### config.mk
export PLATFORM = sky130hd
export DESIGN_NAME = xyf
export DESIGN_NICKNAME = d
export VERILOG_FILES = /design/src/rtl/xyf_pkg.sv /design/src/rtl/xyf_if.sv /design/src/rtl/xyf_channel.sv /design/src/rtl/xyf.sv
export SDC_FILE = /design/constraint.sdc
export NUM_CORES = 1
export LEC_CHECK = 0
export ABC_AREA = 1
export BUFFER_PORTS_ARGS = -buffer_cell sky130_fd_sc_hd__buf_2
export CORE_MARGIN = 4
export CORE_UTILIZATION = 36
export CTS_BUF_LIST = sky130_fd_sc_hd__clkbuf_8
export DETAILED_ROUTE_END_ITERATION = 7
export GPL_TIMING_DRIVEN = 1
export HOLD_SLACK_MARGIN = 0.06
export MAX_ROUTING_LAYER = met4
export SYNTH_ARGS = -nofsm -noshare
export SYNTH_HDL_FRONTEND = slang
export SYNTH_SLANG_ARGS = --single-unit
export TNS_END_PERCENT = 5
### constraint.sdc
create_clock -name clk -period 2.1 [get_ports clk]
set_input_delay 0.21 -clock clk [delete_from_list [all_inputs] [get_ports clk]]
set_output_delay 0.21 -clock clk [all_outputs]
set_load 0.1 [all_outputs]
### src/rtl/xyf_pkg.sv
// xyf shared types: channel mode encodings and
// the pattern each mode starts from.
package xyf_pkg;

  typedef enum logic [1:0] {
    MODE_OFF   = 2'b00,
    MODE_ON    = 2'b01,
    MODE_RUN   = 2'b10,
    MODE_BLINK = 2'b11
  } mode_e;

  localparam logic [7:0] PAT_OFF   = 8'h00;
  localparam logic [7:0] PAT_ON    = 8'hFF;
  localparam logic [7:0] PAT_RUN   = 8'h01;
  localparam logic [7:0] PAT_BLINK = 8'hFF;

  function automatic logic [7:0] entry_pat(
    input mode_e m
  );
    logic [7:0] p;
    p = PAT_OFF;
    unique case (m)
      MODE_OFF:   p = PAT_OFF;
      MODE_ON:    p = PAT_ON;
      MODE_RUN:   p = PAT_RUN;
      MODE_BLINK: p = PAT_BLINK;
      default:    p = PAT_OFF;
    endcase
    return p;
  endfunction

endpackage

### src/rtl/xyf_if.sv
// xyf per-channel bundle: mode select and step
// tick toward a channel, pattern back out.
interface xyf_if;
  import xyf_pkg::*;

  logic [1:0] sel;
  logic       tick;
  logic [7:0] led;

  modport master (
    output sel,
    output tick,
    input  led
  );

  modport slave (
    input  sel,
    input  tick,
    output led
  );

endinterface

### src/rtl/xyf_channel.sv
// xyf_channel: one LED pattern generator; tracks
// the accepted mode and steps on the shared tick.
module xyf_channel
  import xyf_pkg::*;
(
  input  logic   i_clk,
  input  logic   i_rst_n,
  xyf_if.slave   io
);

  mode_e      r_mode;
  logic [7:0] r_pat;
  mode_e      w_sel;
  mode_e      w_mode_nxt;
  logic [7:0] w_pat_nxt;

  assign w_sel  = mode_e'(io.sel);
  assign io.led = r_pat;

  always_ff @(posedge i_clk or negedge i_rst_n) begin
    if (!i_rst_n) begin
      r_mode <= MODE_OFF;
      r_pat  <= PAT_OFF;
    end else begin
      r_mode <= w_mode_nxt;
      r_pat  <= w_pat_nxt;
    end
  end

  // A mode change takes priority over a tick.
  always_comb begin
    w_mode_nxt = r_mode;
    w_pat_nxt  = r_pat;
    if (w_sel != r_mode) begin
      w_mode_nxt = w_sel;
      w_pat_nxt  = entry_pat(w_sel);
    end else if (io.tick) begin
      unique case (r_mode)
        MODE_RUN:   w_pat_nxt = {r_pat[6:0], r_pat[7]};
        MODE_BLINK: w_pat_nxt = ~r_pat;
        default:    w_pat_nxt = r_pat;
      endcase
    end
  end

endmodule

### src/rtl/xyf.sv
// xyf: three-channel LED pattern generator sharing
// one free-running step prescaler.
module xyf
  import xyf_pkg::*;
#(
  parameter int TICK_DIV = 1_000_000
) (
  input  logic       clk,
  input  logic       rst,
  input  logic [1:0] sel_0,
  input  logic [1:0] sel_1,
  input  logic [1:0] sel_2,
  output logic [7:0] led_0,
  output logic [7:0] led_1,
  output logic [7:0] led_2
);

  localparam logic [23:0] CNT_MAX = 24'(TICK_DIV - 1);

  logic [23:0] r_cnt;
  logic        w_tick;

  assign w_tick = (r_cnt == CNT_MAX);

  always_ff @(posedge clk or negedge rst) begin
    if (!rst) begin
      r_cnt <= '0;
    end else if (w_tick) begin
      r_cnt <= '0;
    end else begin
      r_cnt <= r_cnt + 24'd1;
    end
  end

  xyf_if w_ch0 ();
  xyf_if w_ch1 ();
  xyf_if w_ch2 ();

  assign w_ch0.sel  = sel_0;
  assign w_ch1.sel  = sel_1;
  assign w_ch2.sel  = sel_2;
  assign w_ch0.tick = w_tick;
  assign w_ch1.tick = w_tick;
  assign w_ch2.tick = w_tick;
  assign led_0      = w_ch0.led;
  assign led_1      = w_ch1.led;
  assign led_2      = w_ch2.led;

  xyf_channel u_ch0 (
    .i_clk   (clk),
    .i_rst_n (rst),
    .io      (w_ch0.slave)
  );

  xyf_channel u_ch1 (
    .i_clk   (clk),
    .i_rst_n (rst),
    .io      (w_ch1.slave)
  );

  xyf_channel u_ch2 (
    .i_clk   (clk),
    .i_rst_n (rst),
    .io      (w_ch2.slave)
  );

endmodule

* Yosys cells after proc, flatten, opt, wreduce, memory -nomap -nowiden
Cells that the tools add are included.
** Storage, ports and cells
- Register bits :: 54
- Logic and storage cells :: 58
** Operators by class
- $add $sub $neg :: 1
- Equality and inequality tests :: 19
- Muxes and demuxes :: 13
- Bitwise logic cells :: 3
- Reduce and logical (&&, ||, !) cells :: 15
** Operators with widths (number)
- case mux 8 bit (3 select lines) :: 3
- two-way mux 8 bit :: 6
- case mux 8 bit (2 select lines) :: 3
- adder 24 x 1 -> 24 bit, second input constant :: 1
- equality test 2 bit, second input constant :: 12
- equality test 24 x 20 -> 1 bit, second input constant :: 1
- two-way mux 24 bit :: 1
- inverter 8 bit :: 3
- nonzero test 3 bit :: 3
- equality test 2 x 1 -> 1 bit, second input constant :: 3
- logical NOT 2 bit :: 3
- != test 2 bit :: 3
- AND reduction 2 bit :: 3
- nonzero test 2 bit :: 3
- OR reduction 2 bit :: 3

* Longest topological paths before layout
Gate-level depths: netlist of the first run.
- Word-level depth :: 4
- Depth in mapped cells :: 8
- Depth with buffers taken out :: 8

* Modules after synthesis
A second synthesis of the first run with hierarchy kept.
** Second synthesis, totals
- Cells, all modules :: 457
- Area, all modules :: 3246.9 µm²
** Modules (own cells, without submodules)
- xyf_channel :: times used 3, cells each 86, area each 609.3 µm², sequential area each 250.2 µm²
- xyf :: times used 1, cells each 199, area each 1418.9 µm², sequential area each 600.6 µm²

* Least setup slack after synthesis of the first run
Ideal clock, no wire load.
- Path type :: reg2reg
- Start :: reg u_ch1.r_pat[1] (netlist: u_ch1.io.led[1])
- End :: reg u_ch1.r_pat[1] (netlist: u_ch1.io.led[1])
- Library setup time :: 123 ps
- Arrival :: 1388 ps
- Data required time :: 1977 ps
- Slack :: 589 ps
- Cell stages (with the launch flop) :: 6
- Path buffers :: 0
- Clock period less this slack :: 1511 ps
- Cells stage by stage :: dfrtp_1 o21ai_0 nand3_1 nand2_1 nand3_1 nand2_1
** On the way
- Word-level cells in the longest chain between the ends :: 4
** Ends and longest elaborated chain
- from (decl) :: line xyf_channel.sv:12 : logic [7:0] r_pat;
- from (signal assigned) :: line xyf_channel.sv:26 : r_pat <= w_pat_nxt;
- inverter 8 bit :: line xyf_channel.sv:40 : MODE_BLINK: w_pat_nxt = ~r_pat;
- case mux 8 bit (2 select lines) :: line xyf_channel.sv:38 : unique case (r_mode)
- two-way mux 8 bit :: line xyf_channel.sv:37 : end else if (io.tick) begin
- two-way mux 8 bit :: line xyf_channel.sv:34 : if (w_sel != r_mode) begin
Every way passes these cells. The select of a mux whose other input is x is not followed.
A chain may end at the register's enable or synchronous reset.

* Worst setup path in the final report of the first run
- Start :: reg r_cnt[1]
- End :: reg u_ch2.r_pat[7] (netlist: u_ch2.io.led[7])
** On the way
- Word-level cells in the longest chain between the ends :: 3
** Ends and longest elaborated chain
- from (decl) :: line xyf.sv:20 : logic [23:0] r_cnt;
- from (signal assigned) :: line xyf.sv:31 : r_cnt <= r_cnt + 24'd1;
- equality test 24 x 20 -> 1 bit :: line xyf.sv:23 : assign w_tick = (r_cnt == CNT_MAX);
- nonzero test 2 bit (no source line)
- AND reduction 2 bit (no source line)
- to (signal assigned) :: line xyf_channel.sv:26
- to (decl) :: line xyf_channel.sv:12
Every way passes these cells.

==> results.cfg, run 1 <==
[final_layout]
antenna_cells = 0
drive_gt1_share_pct = 13.8
nNetsFinal = 514
synthToLayoutAreaGrowth_pct = 13.1
regArea_sq_um = 1350
final_area_sq_um = 3730
multi_input_comb_area_sq_um = 1720
fillCellCount = 920
stdcell_count = 614

[die]
die_x_um = 104
std_cell_rows = 34
core-area_sq_um = 8810
num_io_pins = 32
initial_core_util_pct = 37.4
dieArea_sq_um = 10800
die_h_um = 104

[critical_path]
r2r_cells = 8
cp_max_fo = 8
r2r-start = r_cnt[1]$_DFF_PN0_
cp-startpoint = r_cnt[1]$_DFF_PN0_
worstPathArrival_ns = 1.97
crit_end = u_ch2.io.led[7]$_DFFE_PN0P_
r2r_setup_slack_ns = 0.33
criticalPathCategory = reg -> reg
cp.required_ns = 2.30
startpoint_type = flip-flop
r2r_end = u_ch2.io.led[7]$_DFFE_PN0P_
cp-end-kind = flip-flop

[global_route]
grt_max_degree = 22
overflow = 0
antenna_found_initial = 0
grt_use_total_pct = 14.5
grt_pass1_vias = 2882
grt_pass1_wl_mm = 13.1

[drt]
vias = 2999
drt_iter0_drc = 127
via_per_inst = 4.88
drc = 0
routed_wirelength_mm = 7.32
antenna_left = 0
detail_route.wl_per_cell_um = 11.9
first_pass_iters = 4

[place]
io_buffers = 31
place_area_sq_um = 3560
dp.cells = 599
dp.final_hpwl_mm = 5.55
gp_congestion = 0.923

[timing]
fin_tns_setup_ns = 0
holdWs_ns = 0.383
slew_headroom_pct = 67.7
setup_violations = 0
hold_viol_final = 0
clock_skew_ns = 0.0109
fmax_ghz = 0.566
period_share_pct = 84.2
finalCriticalPeriod_ns = 1.77
drv_slew = 0
worstMarginPinSlew_ns = 0.484
grt_setup_unrepaired = false

[logic_synthesis]
syn-instance-count = 466
netlist.top_cell.by_area = dfrtp_1
async_flop_share_pct = 100
synth.top_cell.area_share_pct = 41.0
synthFlopType = dfrtp_1
yosysSeqAreaShare_pct = 41.0
synth_edf_count = 0
synthTopCellsByArea = dfrtp_1 41%, nand2_1 17%, nand3_1 14%
synth_nets = 475
synth.distinct_cells = 25
avgSynthCellArea_sq_um = 7.07
synth_warnings = 0
ys_ff_latch = 54
synth_area_sq_um = 3300

[pwr]
powerDensity_nw_per_um2 = 815
power.total_mw = 3.04
leakage_nw = 2.01
ir_worst_vdd_v = 0.000515

[clocking]
cts.repair.resized = 0
cts_tree = yes
clock-sinks = 54
path_clk_slew_ns = 0.10
clock_path_buffers = 2
htree_levels = 2
clkLatencyLatePin_ns = 0.31
post-cts-setup-buffers = 0
root_buffer = clkbuf_8
postCtsHoldBufs = 6
numCtsBuffers = 5

[run_status]
status = complete, no violations

[min_path]
hold_path_class = in -> async

[job]
maxCapViolations = 0
[metal layers]
| layer | track usage, % | vias up | part of all wire (%) |
|---|---|---|---|
| met5 | - | - | 0 |
| met2 | 23.6 | 45 | 47 |
| met3 | 2.43 | 12 | 3.6 |
| li1 | - | 1570 | - |
| met4 | 4.65 | 0 | 1.6 |
| met1 | 18.5 | 1372 | 48 |
[final cells by class]
class,instances,area share [%]
clock inverter,2,0.335
multi-input combinational,358,46.1
inverter,42,4.23
timing repair buffer,44,7.25
clock buffer,6,2.21
sequential,54,36.2
tap,108,3.62
[stage by stage]
stage,util [%],setup slack [ns]
global route,42.4,0.139
floorplan,-,0.589
global placement,40.5,0.419
detailed placement,40.5,0.361
CTS,42.2,0.339
finish,42.4,0.333
[where the power goes]
| group | switching [mW] | total (mW) | internal [mW] | leakage, nW |
|---|---|---|---|---|
| Combinational | 0.964 | 1.19 | 0.229 | 1.27 |
| Sequential | 0.108 | 1.24 | 1.14 | 0.687 |
| Clock | 0.335 | 0.601 | 0.266 | 0.0472 |
| Total | 1.41 | 3.04 | 1.63 | 2.01 |
[cell usage after synthesis, drive strengths merged, types with 3 or more instances]
master / n
dfrtp: 54
or2: 7
buf: 3
o21ai: 22
clkbuf: 9
nor2: 49
xnor2: 7
xor2: 10
nand2: 156
nand3: 92
a21oi: 5
nand4: 5
inv: 42
[worst min-delay path by stage]
stage                                              to  cells past startpoint
after floorplan                    r_cnt[0]$_DFF_PN0_                      0
after global placement    u_ch2.io.led[3]$_DFFE_PN0P_                      1
after detailed placement  u_ch2.io.led[4]$_DFFE_PN0P_                      1
after CTS                 u_ch2.r_mode[0]$_DFFE_PN0P_                      1
after global routing      u_ch2.io.led[4]$_DFFE_PN0P_                      2
final                     u_ch2.io.led[4]$_DFFE_PN0P_                      2
[logic make-up (layout without fill, tap and decap cells)]
family	after synthesis	after routing	share of synthesized area [%]
flops	54	54	41.0
simple gates	312	312	41.6
fa+ha+maj	1	1	0.379
compound gates	28	28	4.33
xor+xnor	17	17	5.88
buf+inv	54	94	6.83
[sequential cells by signal, summed over array words and instances (netlist names)]
name and flops:
u_ch2.r_mode 2, u_ch2.io.led 8, r_cnt 24, u_ch0.r_mode 2, u_ch0.io.led 8, u_ch1.io.led 8, u_ch1.r_mode 2
[worst max-delay path, stage by stage (launching register included)]
cell and delay [ns]:
dfrtp_1 0.38, ha_1 0.22, nand3_2 0.14, inv_2 0.10, nand2_1 0.06, nor2_2 0.20
nand3_1 0.32, nand3_1 0.17, nand2_1 0.07
[placed cells by master (no fill, tap or decap), drive strengths merged]
master,count
nand3,92
nor2,49
a21oi,5
xnor2,7
dlygate4sd3,7
nand2b,1
nand2,156
clkinvlp,1
ha,1
or2,7
o21ai,22
clkbuf,6
nand4,5
inv,42
clkinv,1
nand3b,1
buf,37
o21bai,1
nor3,1
dfrtp,54
xor2,10
Power figures use the tool's default switching activity.
==> inputs of run 2 (changes only) <==
- ABC_AREA: 1 -> 0
- clock period: 2.1 -> 1.8 ns (I/O delays scaled with it)
==> results.cfg, run 2 <==
[run_status]
status = complete, no violations

[final_layout]
stdcell_count = 456
final_core_util_pct = 46.1
final_area_sq_um = 3600
final_common_cell = dfrtp_1
regArea_sq_um = 1350
antenna_cells = 0
multi_input_comb_area_sq_um = 1510
nNetsFinal = 363
regMostFlops = r_cnt
fillCellCount = 765
drive_gt1_share_pct = 27.4
largest_reg_flops = 24
synthToLayoutAreaGrowth_pct = 23.1
final_cell_mix = 53 x dfrtp_1, 35 x buf_4, 33 x nor2_1, 31 x buf_2, 22 x a21oi_1

[min_path]
hold_path_class = in -> async

[timing]
setup_violations = 0
period_share_pct = 97.1
drv_slew = 0
finalCriticalPeriod_ns = 1.75
setup_ws_ns = 0.0525
clock_skew_ns = 0.00975
fmax_ghz = 0.572
holdWs_ns = 0.446
worstMarginPinSlew_ns = 0.699
slew_headroom_pct = 53.4
hold_viol_final = 0
grt_setup_unrepaired = true

[drt]
vias = 2468
via_per_inst = 5.41
drt_iter0_drc = 86
first_pass_iters = 4
detail_route.wl_per_cell_um = 14.4
drc = 0
antenna_left = 0
routed_wirelength_mm = 6.58

[critical_path]
crit_slowest_cell = or4_4
cp-end-kind = flip-flop
startpoint_type = flip-flop
cp.required_ns = 2.00
r2r_cells = 4
worstPathArrival_ns = 1.95
cp_max_fo = 5
r2r-start = r_cnt[5]$_DFF_PN0_
path_cells = nand4_4, or4_4, or3_1, xnor2_1
r2r_setup_slack_ns = 0.05
r2r_end = r_cnt[23]$_DFF_PN0_
criticalPathCategory = reg -> reg
critPathMaxStageDelay_ns = 0.54

[place]
dpl_worst_slack_ns = -0.229
io_buffers = 31
place_area_sq_um = 3390
dp.final_hpwl_mm = 4.64
dp.cells = 442
gp_congestion = 0.832

[die]
dieArea_sq_um = 9620
initial_core_util_pct = 37.4
core-area_sq_um = 7810
num_io_pins = 32
die_x_um = 98.1
die_h_um = 98.1
std_cell_rows = 32

[logic_synthesis]
synthTopCellsByArea = dfrtp_1 46%, o311ai_1 6.3%, o211ai_1 5.4%
synth_nets = 304
synth.distinct_cells = 40
syn-instance-count = 295
avgSynthCellArea_sq_um = 9.90
synthFlopType = dfrtp_1
yosysSeqAreaShare_pct = 46.3
synth_area_sq_um = 2920
synth.top_cell.area_share_pct = 46.3
ys_ff_latch = 54
synth_warnings = 0
netlist.top_cell.by_area = dfrtp_1
yosysMostFrequentCell = dfrtp_1
async_flop_share_pct = 100
synthTopCellsByCount = 54 x dfrtp_1, 33 x nor2_1, 22 x a21oi_1, 21 x o211ai_1, 21 x o311ai_1
synth_edf_count = 0

[clocking]
clock-sinks = 54
path_clk_slew_ns = 0.10
clock_path_buffers = 2
numCtsBuffers = 5
root_buffer = clkbuf_8
cts_tree = yes
htree_levels = 2
post-cts-setup-buffers = 0
clkLatencyLatePin_ns = 0.31

[global_route]
overflow = 0
antenna_found_initial = 0
grt_max_degree = 30
grt_use_total_pct = 14.8
grt_pass1_wl_mm = 11.7
grt_pass1_vias = 2448

[pwr]
seqPwrFrac_pct = 46.4
powerDensity_nw_per_um2 = 829
switching_share_pct = 41.2
leakage_nw = 1.51
ir_worst_vdd_v = 0.000350
combPwrFrac_pct = 31.3
p_switching_mw = 1.23
intPower_mw = 1.75
power_frac_clock_pct = 22.3

[job]
maxCapViolations = 0
[run 2: cell types whose count changed after synthesis, sizes merged, moves of 7 or more]
cell	delta
a21oi	+17
nand3	-84
clkbuf	+7
nand4	+7
nor2	-16
inv	-39
o21ai	-13
o311ai	+21
nand2	-139
o211ai	+21
[run 2: critical path, delay by kind of cell, from the launching register on]
family | cells | cell delay (ns)
XOR/XNOR | 1 | 0.13
flip-flops | 1 | 0.48
AND/OR/NAND/NOR | 3 | 1.02
[run 2: how the worst max path moves through the flow]
stage | start | depth (start not counted) | to | slack (ns)
finish | r_cnt[5]$_DFF_PN0_ | 4 | r_cnt[23]$_DFF_PN0_ | 0.05
detailed placement | r_cnt[20]$_DFF_PN0_ | 5 | u_ch0.io.led[4]$_DFFE_PN0P_ | -0.23
global placement | r_cnt[20]$_DFF_PN0_ | 5 | u_ch0.io.led[3]$_DFFE_PN0P_ | -0.18
CTS | r_cnt[7]$_DFF_PN0_ | 4 | u_ch1.io.led[5]$_DFFE_PN0P_ | 0.005
global route | r_cnt[7]$_DFF_PN0_ | 4 | u_ch0.io.led[4]$_DFFE_PN0P_ | -0.01
floorplan | r_cnt[12]$_DFF_PN0_ | 6 | u_ch1.io.led[5]$_DFFE_PN0P_ | -0.01
[run 2: cell type report]
| type | count | share of cell area (%) |
|---|---|---|
| tap | 102 | 3.55 |
| multi-input combinational | 216 | 42.1 |
| sequential | 54 | 37.6 |
| timing repair buffer | 74 | 14.1 |
| inverter | 3 | 0.313 |
| clock inverter | 2 | 0.418 |
| clock buffer | 5 | 1.91 |
[run 2: layer usage]
layer	part of all wire, %	wire (um)	vias up	track usage (%)
met3	3.2	211	2	3.07
met2	46	3050	35	22.5
li1	-	-	1214	-
met1	50	3300	1217	20.7
met4	0.29	19	0	2.56
met5	0	0	-	-
[run 2: kinds of logic (layout without fill, tap and decap cells)]
kind of cell	Yosys count	after routing	share of synthesized area, %
flops	54	54	46.3
mux	5	5	1.84
compound gates	82	82	19.6
xor+xnor	25	25	7.49
simple gates	103	103	20.9
fa+ha+maj	1	1	0.428
buf+inv	25	84	3.55
[run 2: power by group through the flow]
stage	sequential, mW	clock, mW	combinational [mW]
finish	1.38	0.664	0.934
detailed placement	1.41	0	0.922
CTS	1.38	0.694	0.934
floorplan	1.92	0	0.214
global route	1.40	0.738	0.986
global placement	1.41	0	0.916
[run 2: timing repair]
item | CTS | global route
endpoints found under the setup margin | 24 | 23
hold buffers | 7 | 0
pin swaps | 1 | 1
hold endpoints to repair | 34 | 0
resized for setup | 6 | 6
[run 2: per-stage QoR]
stage	power (mW)	setup TNS (ns)
6_report	2.98	0
5_1_grt	3.13	-0.0303
4_1_cts	3.01	0
3_5_place_dp	2.33	-4.02
3_3_place_gp	2.32	-3.61
2_1_floorplan	2.14	-0.178
==> inputs of run 3 (changes only) <==
- SYNTH_HIERARCHICAL: not set -> 1
==> results.cfg, run 3 <==
[global_route]
grt_max_degree = 55
grt_pass1_wl_mm = 11.2
antenna_found_initial = 0
grt_busiest_layer = met2
use_met2_pct = 21.9
grtUsageMet3_pct = 2.73
use_met1_pct = 17.0
overflow = 0
grt_use_total_pct = 13.5
grt_pass1_vias = 2385

[final_layout]
final_common_cell = dfrtp_1
synthToLayoutAreaGrowth_pct = 16.2
largest_reg_flops = 24
antenna_cells = 0
final_cell_mix = 54 x dfrtp_1, 34 x nor2_1, 31 x buf_2, 31 x buf_4, 21 x o22a_1
regMostFlops = r_cnt
nNetsFinal = 357
drive_gt1_share_pct = 34.6

[timing]
hold_viol_final = 0
holdWs_ns = 0.113
finalCriticalPeriod_ns = 2.44
fin_tns_setup_ns = -15.34
drv_slew = 0
period_share_pct = 135
grt_setup_unrepaired = true
setup_ws_ns = -0.638
slew_headroom_pct = 66.3
worstMarginPinSlew_ns = 0.505
fmax_ghz = 0.410
clock_skew_ns = 0.00536
setup_violations = 31

[drt]
first_pass_iters = 4
antenna_left = 0
detail_route.wl_per_cell_um = 13.9
routed_wirelength_mm = 6.30
vias = 2415
via_per_inst = 5.31
drc = 0
drt_iter0_drc = 67

[clocking]
htree_levels = 2
root_buffer = clkbuf_8
path_clk_slew_ns = 0.09
clock-sinks = 54
clock_path_buffers = 2
post-cts-setup-buffers = 0
clkLatencyLatePin_ns = 0.30
numCtsBuffers = 5
cts_tree = yes

[logic_synthesis]
synth_area_sq_um = 3210
ys_ff_latch = 54
synth.distinct_cells = 47
synth_edf_count = 0
synthTopCellsByCount = 54 x dfrtp_1, 35 x nor2_1, 21 x o22a_1, 19 x nand2_1, 15 x a211oi_1
yosysSeqAreaShare_pct = 42.1
synthTopCellsByArea = dfrtp_1 42%, o22a_1 5.7%, nor2_1 4.1%
synth.top_cell.area_share_pct = 42.1
avgSynthCellArea_sq_um = 10.8
yosysMostFrequentCell = dfrtp_1
synth_warnings = 6
synthFlopType = dfrtp_1
syn-instance-count = 297
synth_nets = 306
async_flop_share_pct = 100
netlist.top_cell.by_area = dfrtp_1

[die]
core-area_sq_um = 8680
die_x_um = 102
std_cell_rows = 34
initial_core_util_pct = 37.0
num_io_pins = 32
dieArea_sq_um = 10500
die_h_um = 102

[place]
dp.final_hpwl_mm = 4.41
gp_congestion = 0.784
io_buffers = 31

[pwr]
ir_worst_vdd_v = 0.000620
powerDensity_nw_per_um2 = 845
leakage_nw = 1.60

[critical_path]
path_buf_inv = 1
critPathMaxStageDelay_ns = 0.51
criticalPathCategory = reg -> reg
cp.required_ns = 2.00
cpLargestDelayFamily = simple AND/OR/NAND/NOR gates
cp_max_fo = 7
cp-end-kind = flip-flop
startpoint_type = flip-flop
path_cells = or4_1, or4_4, nor4_4, buf_4, nand3b_4, o21ai_4, a2bb2oi_4, o22a_1
crit_slowest_cell = or4_1
worstPathArrival_ns = 2.64

[run_status]
status = finished with violations
violations = setup timing

[min_path]
hold_path_class = in -> reg

[job]
maxCapViolations = 0
run 3: area by class of cell:
| type | instances | area [sq um] |
|---|---|---|
| fill | 857 | 4950 |
| multi-input combinational | 221 | 1730 |
| tap | 108 | 135 |
| sequential | 54 | 1350 |
| inverter | 1 | 3.75 |
| clock buffer | 6 | 82.6 |
| timing repair buffer | 65 | 429 |
run 3: kinds of logic (layout without fill, tap and decap cells):
logic type | count (synthesis) | count (layout) | share of synthesized area [%]
AO/OA/AOI/OAI | 78 | 78 | 22.0
XOR/XNOR | 20 | 20 | 6.16
buffers and inverters | 22 | 72 | 6.55
flip-flops | 54 | 54 | 42.1
AND/OR/NAND/NOR | 122 | 122 | 22.7
adder cells (fa/ha/maj) | 1 | 1 | 0.390
run 3: repair_timing:
| item | 4_1_cts | 5_1_grt |
|---|---|---|
| endpoints found under the hold margin | 54 | 0 |
| hold buffers | 1 | 0 |
| resized for setup | 10 | 4 |
| pin swaps | 2 | 2 |
| setup endpoints to repair | 35 | 36 |
run 3: worst reg2reg max path: cells and delay by family (launching register included):
kind | cells | cell delay (ns)
buf+inv | 1 | 0.18
simple gates | 4 | 1.29
flops | 1 | 0.38
compound gates | 3 | 0.49
run 3: routing by layer:
metal / vias up / wire [um]
li1: 1207 / -
met1: 1175 / 3000
met2: 26 / 3050
met5: - / 0
met3: 7 / 163
met4: 0 / 85
run 3: worst paths after layout:
path                                           from                     endpoint  slack [ns]  depth (start not counted)
worst min-delay path                       sel_1[0]  u_ch1/r_mode[0]$_DFFE_PN0P_        0.11                          1
worst max register to register  r_cnt[15]$_DFF_PN0_  u_ch0/io.led[2]$_DFFE_PN0P_       -0.64                          8
min in group asynchronous                       rst  u_ch0/io.led[5]$_DFFE_PN0P_        0.38                          3
worst max-delay path            r_cnt[15]$_DFF_PN0_  u_ch0/io.led[2]$_DFFE_PN0P_       -0.64                          8
max in group asynchronous                       rst           r_cnt[4]$_DFF_PN0_        1.15                          3
worst min register to register  r_cnt[23]$_DFF_PN0_          r_cnt[23]$_DFF_PN0_        0.54                          2
run 3: power by group:
group          switching [mW]  internal [mW]  total (mW)
Clock                   0.382          0.298       0.680
Combinational           0.821          0.232        1.05
Sequential              0.121           1.30        1.42
Total                    1.32           1.83        3.15
run 3: per-stage QoR:
| stage | total power [mW] | std cells | setup slack, ns | cell area (sq um) | utilization (%) |
|---|---|---|---|---|---|
| 2_1_floorplan | 2.32 | 297 | -0.875 | 3210 | - |
| 3_3_place_gp | 2.47 | 448 | -0.620 | 3550 | 40.9 |
| 3_5_place_dp | 2.48 | 448 | -0.666 | 3550 | 40.9 |
| 4_1_cts | 3.20 | 455 | -0.661 | 3710 | 42.8 |
| 5_1_grt | 3.31 | 455 | -0.814 | 3730 | 42.9 |
| 6_report | 3.15 | 455 | -0.638 | 3730 | 42.9 |
